--- config.mk ---
export PLATFORM = sky130hd
export DESIGN_NAME = cordic_sqrt_engine
export DESIGN_NICKNAME = d
export VERILOG_FILES = /design/src/rtl/cordic_sqrt_pkg.sv /design/src/rtl/cordic_hyp_rot.sv /design/src/rtl/cordic_sqrt_engine.sv
export SDC_FILE = /design/constraint.sdc
export NUM_CORES = 1
export LEC_CHECK = 0
export BUFFER_PORTS_ARGS = -buffer_cell sky130_fd_sc_hd__buf_2
export CORE_ASPECT_RATIO = 1.4
export CORE_UTILIZATION = 42
export CTS_CLUSTER_DIAMETER = 30
export DETAILED_ROUTE_END_ITERATION = 10
export PLACE_DENSITY = 0.58
export SLEW_MARGIN = 20
export SYNTH_ARGS = -nofsm -noshare
export SYNTH_HDL_FRONTEND = slang
export SYNTH_SLANG_ARGS = --single-unit
--- constraint.sdc ---
create_clock -name clk -period 4.67 [get_ports clk]
set_clock_uncertainty 0.05 [all_clocks]
set_input_delay 0 -clock clk [delete_from_list [all_inputs] [get_ports clk]]
set_output_delay 0 -clock clk [all_outputs]
set_load 0.02 [all_outputs]
--- src/rtl/cordic_sqrt_pkg.sv ---
// Shared constants, FSM encoding and repeat-index helper for the CORDIC square-root engine.
package cordic_sqrt_pkg;

  localparam int DATA_W = 22;
  localparam int FRAC_W = 20;
  localparam int N_ITER = 16;
  localparam int IDX_W  = 5;

  localparam logic [DATA_W-1:0]        SEED_QUARTER = 22'h040000;
  localparam logic [DATA_W-1:0]        A_MIN        = 22'h010000;
  localparam logic [DATA_W-1:0]        A_MAX        = 22'h180000;
  localparam logic signed [DATA_W-1:0] KINV         = 22'sd1266152;

  localparam logic [IDX_W-1:0] REPEAT_IDX0 = 5'd4;
  localparam logic [IDX_W-1:0] REPEAT_IDX1 = 5'd13;

  typedef enum logic [2:0] {
    ST_IDLE,
    ST_LOAD,
    ST_ITER,
    ST_COMP,
    ST_DONE
  } state_t;

  // Hyperbolic CORDIC only converges if these shift indices are executed twice.
  function automatic logic is_repeat_idx(input logic [IDX_W-1:0] idx);
    return (idx == REPEAT_IDX0) || (idx == REPEAT_IDX1);
  endfunction

endpackage

--- src/rtl/cordic_hyp_rot.sv ---
// Combinational hyperbolic micro-rotation: x' = x + d*(y>>>i), y' = y + d*(x>>>i).
module cordic_hyp_rot
  import cordic_sqrt_pkg::*;
(
  input  logic signed [DATA_W-1:0] i_x,
  input  logic signed [DATA_W-1:0] i_y,
  input  logic        [IDX_W-1:0]  i_shift,
  input  logic                     i_d_pos,
  output logic signed [DATA_W-1:0] o_x,
  output logic signed [DATA_W-1:0] o_y
);

  logic signed [DATA_W-1:0] w_x_sh;
  logic signed [DATA_W-1:0] w_y_sh;

  assign w_x_sh = i_x >>> i_shift;
  assign w_y_sh = i_y >>> i_shift;

  assign o_x = i_d_pos ? (i_x + w_y_sh) : (i_x - w_y_sh);
  assign o_y = i_d_pos ? (i_y + w_x_sh) : (i_y - w_x_sh);

endmodule

--- src/rtl/cordic_sqrt_engine.sv ---
// Iterative hyperbolic-vectoring CORDIC sqrt, one micro-rotation per clock.
// Define CORDIC_GAIN_COMP_EN to add a COMP state that removes the K_h gain from the result.
module cordic_sqrt_engine
  import cordic_sqrt_pkg::*;
(
  input  logic              clk,
  input  logic              reset,
  input  logic              start,
  input  logic [DATA_W-1:0] a_in,
  output logic              busy,
  output logic              done,
  output logic [DATA_W-1:0] result,
  output logic              err
);

  state_t                   r_state;
  state_t                   w_state_nxt;
  logic signed [DATA_W-1:0] r_a;
  logic signed [DATA_W-1:0] r_x;
  logic signed [DATA_W-1:0] r_y;
  logic        [IDX_W-1:0]  r_idx;
  logic                     r_rep;
  logic                     r_bad;
  logic                     r_busy;
  logic                     r_done;
  logic                     r_err;
  logic        [DATA_W-1:0] r_result;

  logic signed [DATA_W-1:0] w_x_rot;
  logic signed [DATA_W-1:0] w_y_rot;
  logic                     w_in_range;
  logic                     w_hold_idx;
  logic                     w_last;

  assign w_in_range = (a_in >= A_MIN) && (a_in <= A_MAX);
  assign w_hold_idx = is_repeat_idx(r_idx) && !r_rep;
  assign w_last     = (r_idx == IDX_W'(N_ITER));

  cordic_hyp_rot u_rot (
    .i_x     (r_x),
    .i_y     (r_y),
    .i_shift (r_idx),
    .i_d_pos (r_y[DATA_W-1]),
    .o_x     (w_x_rot),
    .o_y     (w_y_rot)
  );

`ifdef CORDIC_GAIN_COMP_EN
  logic signed [2*DATA_W-1:0] w_prod;
  logic signed [2*DATA_W-1:0] w_prod_rnd;
  logic signed [DATA_W-1:0]   w_x_comp;

  assign w_prod     = r_x * KINV;
  assign w_prod_rnd = w_prod + (2*DATA_W)'(1 << (FRAC_W - 1));
  assign w_x_comp   = w_prod_rnd[FRAC_W +: DATA_W];
`endif

  always_comb begin
    w_state_nxt = r_state;
    case (r_state)
      ST_IDLE: if (start) w_state_nxt = w_in_range ? ST_LOAD : ST_DONE;
      ST_LOAD: w_state_nxt = ST_ITER;
      ST_ITER: begin
`ifdef CORDIC_GAIN_COMP_EN
        if (w_last && !w_hold_idx) w_state_nxt = ST_COMP;
`else
        if (w_last && !w_hold_idx) w_state_nxt = ST_DONE;
`endif
      end
      ST_COMP: w_state_nxt = ST_DONE;
      ST_DONE: w_state_nxt = ST_IDLE;
      default: w_state_nxt = ST_IDLE;
    endcase
  end

  always_ff @(posedge clk or posedge reset) begin
    if (reset) begin
      r_state  <= ST_IDLE;
      r_a      <= '0;
      r_x      <= '0;
      r_y      <= '0;
      r_idx    <= '0;
      r_rep    <= 1'b0;
      r_bad    <= 1'b0;
      r_busy   <= 1'b0;
      r_done   <= 1'b0;
      r_err    <= 1'b0;
      r_result <= '0;
    end else begin
      r_state <= w_state_nxt;
      r_done  <= 1'b0;
      case (r_state)
        ST_IDLE: begin
          if (start) begin
            r_busy <= 1'b1;
            r_a    <= a_in;
            r_bad  <= !w_in_range;
          end
        end
        ST_LOAD: begin
          r_x   <= r_a + SEED_QUARTER;
          r_y   <= r_a - SEED_QUARTER;
          r_idx <= IDX_W'(1);
          r_rep <= 1'b0;
        end
        ST_ITER: begin
          r_x <= w_x_rot;
          r_y <= w_y_rot;
          if (w_hold_idx) begin
            r_rep <= 1'b1;
          end else begin
            r_rep <= 1'b0;
            r_idx <= r_idx + IDX_W'(1);
          end
        end
`ifdef CORDIC_GAIN_COMP_EN
        ST_COMP: r_x <= w_x_comp;
`endif
        ST_DONE: begin
          r_result <= r_bad ? '0 : r_x;
          r_err    <= r_bad;
          r_done   <= 1'b1;
          r_busy   <= 1'b0;
        end
        default: ;
      endcase
    end
  end

  assign busy   = r_busy;
  assign done   = r_done;
  assign result = r_result;
  assign err    = r_err;

endmodule

==> results of run 1 <==
[cell type report]
class                   instances  area, um2  area share, %
inverters                      26        103          0.710
multi-input cells             940       7700           53.2
clock inverters                 7       76.3          0.528
clock buffers                   9        225           1.56
well taps                     306        383           2.65
repair buffers                430       3440           23.8
flip-flops and latches        101       2530           17.5
[through the flow]
stage | util [%] | std cells | hold WS [ps]
5_1_grt | 62.3 | 1819 | 33.8
3_3_place_gp | 54.9 | 1735 | 88.4
4_1_cts | 60.2 | 1801 | 3.11
6_report | 62.3 | 1819 | 9.52
3_5_place_dp | 54.9 | 1735 | 89.9
2_1_floorplan | - | 1139 | 66.8
[worst max-delay path, stage by stage (launching register included)]
cell and delay (ps):
dfrtp_2 500, buf_16 170, buf_8 140, or4_4 520, o211ai_1 320, o221ai_2 170
and2_4 190, nand4_2 100, nor3_1 70, or3_1 390, a21oi_2 160, a21oi_2 50
ha_1 320, a31o_4 260, a31oi_4 190, o31ai_4 110, o41a_1 430, a2111oi_4 370
o21ai_1 120, o21ai_1 110, xnor2_1 140, o21ai_1 70
[metal layers]
| metal | vias up | routed length, um | GRT usage (%) |
|---|---|---|---|
| met4 | 0 | 2450 | 19.6 |
| met3 | 109 | 1790 | 4.05 |
| met1 | 5334 | 16200 | 39.3 |
| li1 | 5017 | - | - |
| met5 | - | 0 | 0 |
| met2 | 368 | 20600 | 60.9 |
[kinds of logic after synthesis]
kind of cell,count (synthesis)
simple gates,330
buf+inv,98
compound gates,370
fa+ha+maj,57
xor+xnor,69
flops,101
mux,114
[worst paths after layout]
kind | endpoint | cells after the start | start | slack [ps]
min in group asynchronous | r_a[16] | 3 | reset | 210
worst max-delay path | r_x[21] | 21 | r_idx[1] | -420
worst max register to register | r_x[21] | 21 | r_idx[1] | -420
max in group asynchronous | result[12] | 4 | reset | 3150
worst min-delay path | r_a[19] | 3 | a_in[19] | 10
worst min register to register | err | 2 | err | 430
[repair_timing]
action	4_1_cts	5_1_grt
cloned	2	1
endpoints found under the hold margin	71	0
buffers inserted	28	22
endpoints found under the setup margin	19	22
hold buffers	23	0
gates resized for setup	106	84
pin swaps	73	65
[cell usage in the layout, fill, tap and decap left out, types with 10 or more instances in the layout]
cell / Yosys / routed
buf_4: 3 / 326
nand2_1: 104 / 97
dfrtp_1: 101 / 97
nor2_1: 89 / 78
o21ai_0: 108 / 78
a21oi_1: 72 / 57
buf_2: 12 / 50
ha_1: 55 / 45
mux2_2: 43 / 36
mux2i_1: 36 / 33
xnor2_1: 37 / 32
nand2b_1: 32 / 32
xor2_1: 32 / 30
a22oi_1: 33 / 30
mux4_2: 27 / 28
o21ai_1: 3 / 24
inv_1: 26 / 23
dlygate4sd3_1: 0 / 23
nor3_1: 27 / 22
a21o_1: 22 / 22
o211ai_1: 16 / 16
a21oi_2: 0 / 15
buf_6: 5 / 15
and2_1: 14 / 12
a31oi_1: 16 / 11
clkbuf_16: 0 / 10
buf_12: 0 / 10
[state kept, by name (all words and copies together) (netlist names)]
register and count:
r_idx 5, r_y 22, r_bad 1, r_x 22, err 1, done 1
r_a 22, r_state 3, r_rep 1, busy 1, result 22
==> results.ini, run 1 <==
[timing]
min_period_over_period_pct = 109
hold_viol = 0
drv_slew = 0
maxSlewHeadroom_pct = 38.8
setup_tns_ps = -2980
min_period_ps = 5090
clock.fmax_ghz = 0.196
rsz0062_at_grt = true
setup_violations = 14
fin_ws_ps = -425
tightestPinTransition_ps = 915

[synth]
synth_top_cell_area_share_pct = 25.5
synthMuxAreaShare_pct = 16.5
ys_top_cells_by_area = dfrtp_1 (26%), ha_1 (6.9%), mux4_2 (6.1%)
ys.flop_type = dfrtp_1
synth_top_family_by_area = compound AO/OA/AOI/OAI gates
synth_area_um2 = 9910
ys.warnings.count = 0
synth_common_cells = o21ai_0 (108), nand2_1 (104), dfrtp_1 (101), nor2_1 (89), a21oi_1 (72)
async_flop_share_pct = 100
synth_xor_area_share_pct = 6.10
yosys.cell_count.top_type = o21ai_0
synth-simple-area-share_pct = 16.1
synth-seq-cells = 101
netlist_instances = 1139
synth_nets = 1221
synthAdderAreaFrac_pct = 7.35
synth-edff-count = 0
ys_seq_area_share_pct = 25.5
synthDistinctLibCells = 78
synth_compound_gate_area_share_pct = 24.1
syn_avg_cell_area_um2 = 8.70
synth_top_area_cell = dfrtp_1

[cells_and_area]
n_fill_cell = 2057
stdcell_area_um2 = 14500
final_nets = 1590
n_antenna_cell = 0
drive_above_1_share_pct = 41.6
syn_to_final_growth_pct = 45.9

[detailed_routing]
detail-route-antenna-nets = 0
first_iter_violations = 748
routed_wirelength_um = 41000
firstDrtPassIters = 5
drc = 0
via_count = 10800
avgViaCountPerCell = 5.95
avgRoutedWirePerCell_um = 22.5

[die]
fp.dieArea_um2 = 24200
die_w_um = 132
die_y_um = 184
core_area_um2 = 23200
initial_core_util_pct = 42.7
ios = 50
core.rowCount = 66

[placement]
place_area_um2 = 12700
dpl_worst_slack_ps = -575
gp_congestion = 0.962
hpwl_um = 31400
place.port_buffers = 49

[grt]
grt_max_degree = 55
grt_pass1_wl_um = 61900
antenna_found_initial = 0
first_global_vias = 10600
grt_overflow = 0
grt_util_all_layers_pct = 34.1

[clock_network]
cts_tree = done
clock_latency_ps = 380
numCtsBuffers = 9
root_buffer = clkbuf_16
clock-sinks = 101
clk_pin_slew_worst_paths_ps = 80
clockBufferDepth = 2
htreeDepth = 3

[worst_hold_path]
hold_class = input port to flop

[worst_setup_path]
worstSetupStartpointType = flop
endpoint_kind = flop
critPathKind = flop to flop
crit_arrival_ps = 5270
crit_fanout = 10
critPathRequiredTime_ps = 4850

[run_status]
failed_checks = negative setup slack
status = complete, but fails checks

[job]
max_cap_violations = 0

Power of run 1 is not shown: default switching activity piles up to over one toggle a cycle in this logic, so the estimate is an artifact.
==> inputs of run 2 (changes only) <==
==> constraint.sdc (replaced) <==
create_clock -name clk -period 4.67 [get_ports clk]
set_clock_uncertainty 0.05 [all_clocks]
set_input_delay 0.2335 -clock clk [delete_from_list [all_inputs] [get_ports clk]]
set_output_delay 0.2335 -clock clk [all_outputs]
set_load 0.02 [all_outputs]
==> run 2 against run 1 <==
Compared with the run above: the run still ends with negative setup slack left; setup slack worse by 15 ps; critical path depth stayed put; register-to-register slack worse by 20 ps; critical path type unchanged; largest cell class unchanged.
==> results.ini, run 2 (synthesis results as in run 1) <==
[run_status]
status = complete, but fails checks  ; unchanged
failed_checks = negative setup slack  ; unchanged

[die]
ios = 50  ; unchanged
die_y_um = 184  ; unchanged
initial_core_util_pct = 42.7  ; unchanged
fp.dieArea_um2 = 24200  ; unchanged
die_w_um = 132  ; unchanged
core_area_um2 = 23200  ; unchanged
core.rowCount = 66  ; unchanged

[worst_setup_path]
critPathRequiredTime_ps = 4850  ; about the same
worstSetupStartpointType = flop  ; unchanged
r2r_start = r_idx[1]  ; unchanged
startpoint = r_idx[1]  ; unchanged
crit_chain = buf_12 -> buf_12 -> or4_4 -> o211ai_1 -> o221ai_4 -> and2_4 -> nand4_4 -> nor3_2 -> or3_1 -> a21oi_2 -> a21oi_2 -> ha_1 -> a31o_4 -> a31oi_4 -> o31ai_4 -> o41a_1 -> a2111oi_4 -> o21ai_1 -> o21ai_1 -> xnor2_1 -> o21ai_1  ; was buf_16 -> buf_8 -> or4_4 -> o211ai_1 -> o221ai_2 -> and2_4 -> nand4_2 -> nor3_1 -> or3_1 -> a21oi_2 -> a21oi_2 -> ha_1 -> a31o_4 -> a31oi_4 -> o31ai_4 -> o41a_1 -> a2111oi_4 -> o21ai_1 -> o21ai_1 -> xnor2_1 -> o21ai_1
crit_top_cell = o21ai_1  ; unchanged
crit_buf_inv = 2  ; unchanged
crit_arrival_ps = 5290  ; was 5270 ps
cp_top_family = compound AO/OA/AOI/OAI gates  ; unchanged
slowest_stage = or4_4  ; unchanged
endpoint_kind = flop  ; unchanged
critPathKind = flop to flop  ; unchanged
slowest_delay_ps = 500  ; was 520 ps
crit_fanout = 6  ; was 10

[clock_network]
cts_tree = done  ; unchanged
clk_pin_slew_worst_paths_ps = 80  ; about the same
clockBufferDepth = 2  ; unchanged
htreeDepth = 3  ; unchanged
clock_latency_ps = 380  ; about the same
numCtsBuffers = 9  ; unchanged
clock-sinks = 101  ; unchanged
root_buffer = clkbuf_16  ; unchanged

[detailed_routing]
first_iter_violations = 921  ; was 748
routed_wirelength_um = 40600  ; was 41,000 um
detail-route-antenna-nets = 0  ; unchanged
firstDrtPassIters = 8  ; was 5
avgRoutedWirePerCell_um = 22.4  ; was 22.5 um
via_count = 10600  ; was 10.8k
avgViaCountPerCell = 5.86  ; was 5.95
drc = 0  ; unchanged

[grt]
first_global_vias = 10600  ; about the same
grt_max_degree = 59  ; was 55
grt_overflow = 0  ; unchanged
grt_pass1_wl_um = 61900  ; about the same
antenna_found_initial = 0  ; unchanged
grt_util_all_layers_pct = 34.3  ; was 34.1%

[cells_and_area]
multi_input_area_um2 = 7560  ; was 7700 um2
stdcell_area_um2 = 14100  ; was 14,500 um2
syn_to_final_growth_pct = 42.5  ; was 45.9%
layout_common_cells = buf_4 (347), nand2_1 (101), dfrtp_1 (97)  ; was buf_4 (326), nand2_1 (97), dfrtp_1 (97)
final_nets = 1578  ; was 1,590
n_antenna_cell = 0  ; unchanged
fin_cells = 1807  ; was 1,819
drive_above_1_share_pct = 40.8  ; was 41.6%
layout_commonest_cell = buf_4  ; unchanged
regArea_um2 = 2530  ; unchanged
n_fill_cell = 2089  ; was 2,057

[worst_hold_path]
hold_class = input port to flop  ; unchanged
hold_path.startpoint = a_in[7]  ; was a_in[19]

[timing]
fin_ws_ps = -440  ; was -425 ps
maxSlewHeadroom_pct = 39.9  ; was 38.8%
rsz0062_at_grt = true  ; unchanged
tightestPinTransition_ps = 900  ; was 915 ps
min_period_ps = 5110  ; was 5090 ps
drv_slew = 0  ; unchanged
clock.fmax_ghz = 0.196  ; about the same
setup_violations = 16  ; was 14
hold_viol = 0  ; unchanged
min_period_over_period_pct = 109  ; about the same

[placement]
place.port_buffers = 49  ; unchanged
placed_cells = 1735  ; unchanged
hpwl_um = 31400  ; about the same
place_area_um2 = 12700  ; unchanged
gp_congestion = 0.965  ; was 0.962

[job]
max_cap_violations = 0  ; unchanged

run 2: cell types whose count changed in the layout (fill, tap and decap cells not counted), sizes merged:
cell	before	now
buf	405	415
bufbuf	1	2
clkbuf	10	9
dlygate4sd3	23	1
run 2: area by class of cell:
type / count / share of cell area (%)
multi-input cells: 940 / 53.5
repair buffers: 418 / 23.0
flip-flops and latches: 101 / 17.9
well taps: 306 / 2.71
clock buffers: 9 / 1.59
inverters: 26 / 0.709
clock inverters: 7 / 0.461
run 2: stage by stage:
| stage | TNS, ps | hold WS [ps] | util [%] | setup WS, ps |
|---|---|---|---|---|
| floorplan | -174 | 300 | - | -121 |
| global placement | -5460 | 383 | 54.9 | -612 |
| finish | -3420 | 45.6 | 60.9 | -440 |
| detailed placement | -5530 | 387 | 54.9 | -582 |
| global route | -6180 | 44.2 | 60.9 | -570 |
| CTS | -2000 | 32.3 | 59.2 | -295 |
run 2: timing repair:
action                                  CTS  global route
hold buffers                              1             0
endpoints found under the setup margin   19            21
gates resized for setup                  85            57
gates cloned                              3             0
pin swaps                                46            36
setup buffers                            36            16
hold endpoints to repair                 47             0
run 2: path summary, 6_finish.rpt:
check	to	slack, ps	cells after the start
setup / recovery	r_x[21]	-440	21
hold / removal	r_a[7]	50	2
setup reg to reg	r_x[21]	-440	21
hold reg to reg	result[6]	430	2
max in group asynchronous	result[12]	2970	4
min in group asynchronous	r_a[6]	500	3
run 2: metal layers:
layer,global-route usage (%),wire (um),up-vias
met2,61.8,20600,365
met5,0,0,-
li1,-,-,4986
met4,19.9,2410,0
met3,3.36,1960,96
met1,39.3,15600,5141
Power of run 2 is left out for the same reason.
==> inputs of run 3 (changes only) <==
--- a/config.mk
+++ b/config.mk
@@ -5,12 +5,12 @@
 export SDC_FILE = /design/constraint.sdc
 export NUM_CORES = 1
 export LEC_CHECK = 0
-export BUFFER_PORTS_ARGS = -buffer_cell sky130_fd_sc_hd__buf_2
 export CORE_ASPECT_RATIO = 1.4
 export CORE_UTILIZATION = 42
 export CTS_CLUSTER_DIAMETER = 30
 export DETAILED_ROUTE_END_ITERATION = 10
-export PLACE_DENSITY = 0.58
+export DONT_BUFFER_PORTS = 1
+export PLACE_DENSITY = 0.57
 export SLEW_MARGIN = 20
 export SYNTH_ARGS = -nofsm -noshare
 export SYNTH_HDL_FRONTEND = slang
==> run 3 against run 2 <==
Compared with the run above: the run still ends with negative setup slack left; setup slack improved by 86 ps; sequential share of layout area is 0.21 points higher; die area stayed put; via count fell by 0.94%; first-iteration DRC count decreased by 19%; maximum frequency grew 1.7%; hold slack got worse by 45 ps; critical path depth fell by 1; non-clock buffer count down 36; critical path type unchanged; largest cell class unchanged.
==> results.ini, run 3 (synthesis results as in run 1) <==
[die]
die_w_um = 132  ; unchanged
ios = 50  ; unchanged
core_area_um2 = 23200  ; unchanged
core.rowCount = 66  ; unchanged
die_y_um = 184  ; unchanged
initial_core_util_pct = 42.7  ; unchanged
fp.dieArea_um2 = 24200  ; unchanged

[cells_and_area]
drive_above_1_share_pct = 37.7  ; was 40.8%
n_antenna_cell = 0  ; unchanged
n_fill_cell = 2055  ; was 2,089
fin_cells = 1771  ; was 1,807
layout_commonest_cell = buf_4  ; unchanged
final_nets = 1542  ; was 1,578
regArea_um2 = 2530  ; unchanged
layout_common_cells = buf_4 (336), nand2_1 (100), dfrtp_1 (97)  ; was buf_4 (347), nand2_1 (101), dfrtp_1 (97)
syn_to_final_growth_pct = 40.9  ; was 42.5%
multi_input_area_um2 = 7520  ; was 7560 um2

[worst_hold_path]
hold_class = input port to flop  ; unchanged

[timing]
setup_violations = 10  ; was 16
hold_viol = 0  ; unchanged
min_period_ps = 5020  ; was 5110 ps
drv_slew = 0  ; unchanged
hold_slack_ps = 1.03  ; was 45.6 ps
maxSlewHeadroom_pct = 41.4  ; was 39.9%
tightestPinTransition_ps = 879  ; was 900 ps
min_period_over_period_pct = 108  ; was 109%
clock.fmax_ghz = 0.199  ; was 0.196 GHz
rsz0062_at_grt = true  ; unchanged
fin_ws_ps = -354  ; was -440 ps

[detailed_routing]
detail-route-antenna-nets = 0  ; unchanged
avgViaCountPerCell = 5.92  ; was 5.86
drc = 0  ; unchanged
routed_wirelength_um = 40900  ; was 40,600 um
via_count = 10500  ; was 10.6k
avgRoutedWirePerCell_um = 23.1  ; was 22.4 um
first_iter_violations = 747  ; was 921
firstDrtPassIters = 5  ; was 8

[worst_setup_path]
critPathKind = flop to flop  ; unchanged
worst-r2r-setup-slack_ps = -350  ; was -440 ps
worstSetupStartpointType = flop  ; unchanged
critPathRequiredTime_ps = 4850  ; about the same
crit_arrival_ps = 5210  ; was 5290 ps
crit_fanout = 6  ; unchanged
endpoint_kind = flop  ; unchanged

[clock_network]
htreeDepth = 3  ; unchanged
clock-sinks = 101  ; unchanged
clock_latency_ps = 380  ; about the same
root_buffer = clkbuf_16  ; unchanged
clk_pin_slew_worst_paths_ps = 80  ; about the same
cts_tree = done  ; unchanged
numCtsBuffers = 9  ; unchanged
clockBufferDepth = 2  ; unchanged

[grt]
grt_max_degree = 64  ; was 59
antenna_found_initial = 0  ; unchanged
first_global_vias = 10500  ; was 10.6k
grt_pass1_wl_um = 62200  ; was 61,900 um
grt_overflow = 0  ; unchanged
grt_util_all_layers_pct = 34.5  ; was 34.3%

[placement]
hpwl_um = 31700  ; was 31,400 um
placed_cells = 1690  ; was 1,735
gp_congestion = 0.976  ; was 0.965
dpl_worst_slack_ps = -542  ; was -582 ps
place.port_buffers = 0  ; was 49

[run_status]
status = complete, but fails checks  ; unchanged
failed_checks = negative setup slack  ; unchanged

[job]
max_cap_violations = 0  ; unchanged

-- run 3: what timing repair did --
| action | CTS | global route |
|---|---|---|
| hold buffers | 22 | 0 |
| endpoints found under the hold margin | 83 | 0 |
| endpoints found under the setup margin | 18 | 19 |
| resized for setup | 76 | 55 |
| pin swaps | 18 | 34 |
| gates cloned | 2 | 0 |
| setup buffers | 25 | 18 |
-- run 3: worst paths after layout --
path | startpoint | end | cells past startpoint
setup reg to reg | r_idx[0] | r_x[19] | 20
hold / removal | a_in[19] | r_a[19] | 2
max in group asynchronous | reset | r_x[15] | 3
hold reg to reg | r_rep | r_rep | 2
setup / recovery | r_idx[0] | r_x[19] | 20
min in group asynchronous | reset | r_a[21] | 2
-- run 3: area by class of cell --
type                            count  share of cell area [%]
Multi-Input combinational cell    940                    53.9
Sequential cell                   101                    18.1
Clock inverter                      7                   0.699
Tap cell                          306                    2.74
Inverter                           26                   0.717
Clock buffer                        9                    1.61
Timing Repair Buffer              382                    22.2
-- run 3: layer usage --
metal  wire length [um]  global-route usage (%)
met1              16100                    39.9
met4               2580                    20.7
met5                  0                       0
met2              20300                    60.9
met3               1910                    4.44
-- run 3: per-stage QoR --
step | TNS (ps) | area, um2 | utilization (%)
finish | -2010 | 14000 | 60.2
global route | -4480 | 14000 | 60.2
CTS | -1260 | 13600 | 58.6
detailed placement | -4330 | 12500 | 53.9
global placement | -4400 | 12500 | 53.9
floorplan | -174 | 9980 | -
-- run 3: worst max-delay path, stage by stage, from the launching register on --
cell      delay, ps
dfrtp_2         430
buf_6           140
buf_12          130
or4_4           530
o211ai_1        420
o221ai_2        180
and2_4          180
nand4_4         110
nor3_4           60
or3_4           380
a21oi_2         140
a21oi_2          50
ha_1            310
a31o_2          280
a31oi_4         150
o31ai_4         110
o41a_1          410
a211o_1         290
a211o_1         330
o21ai_4         100
mux2i_1         100
Power of run 3 is left out for the same reason.
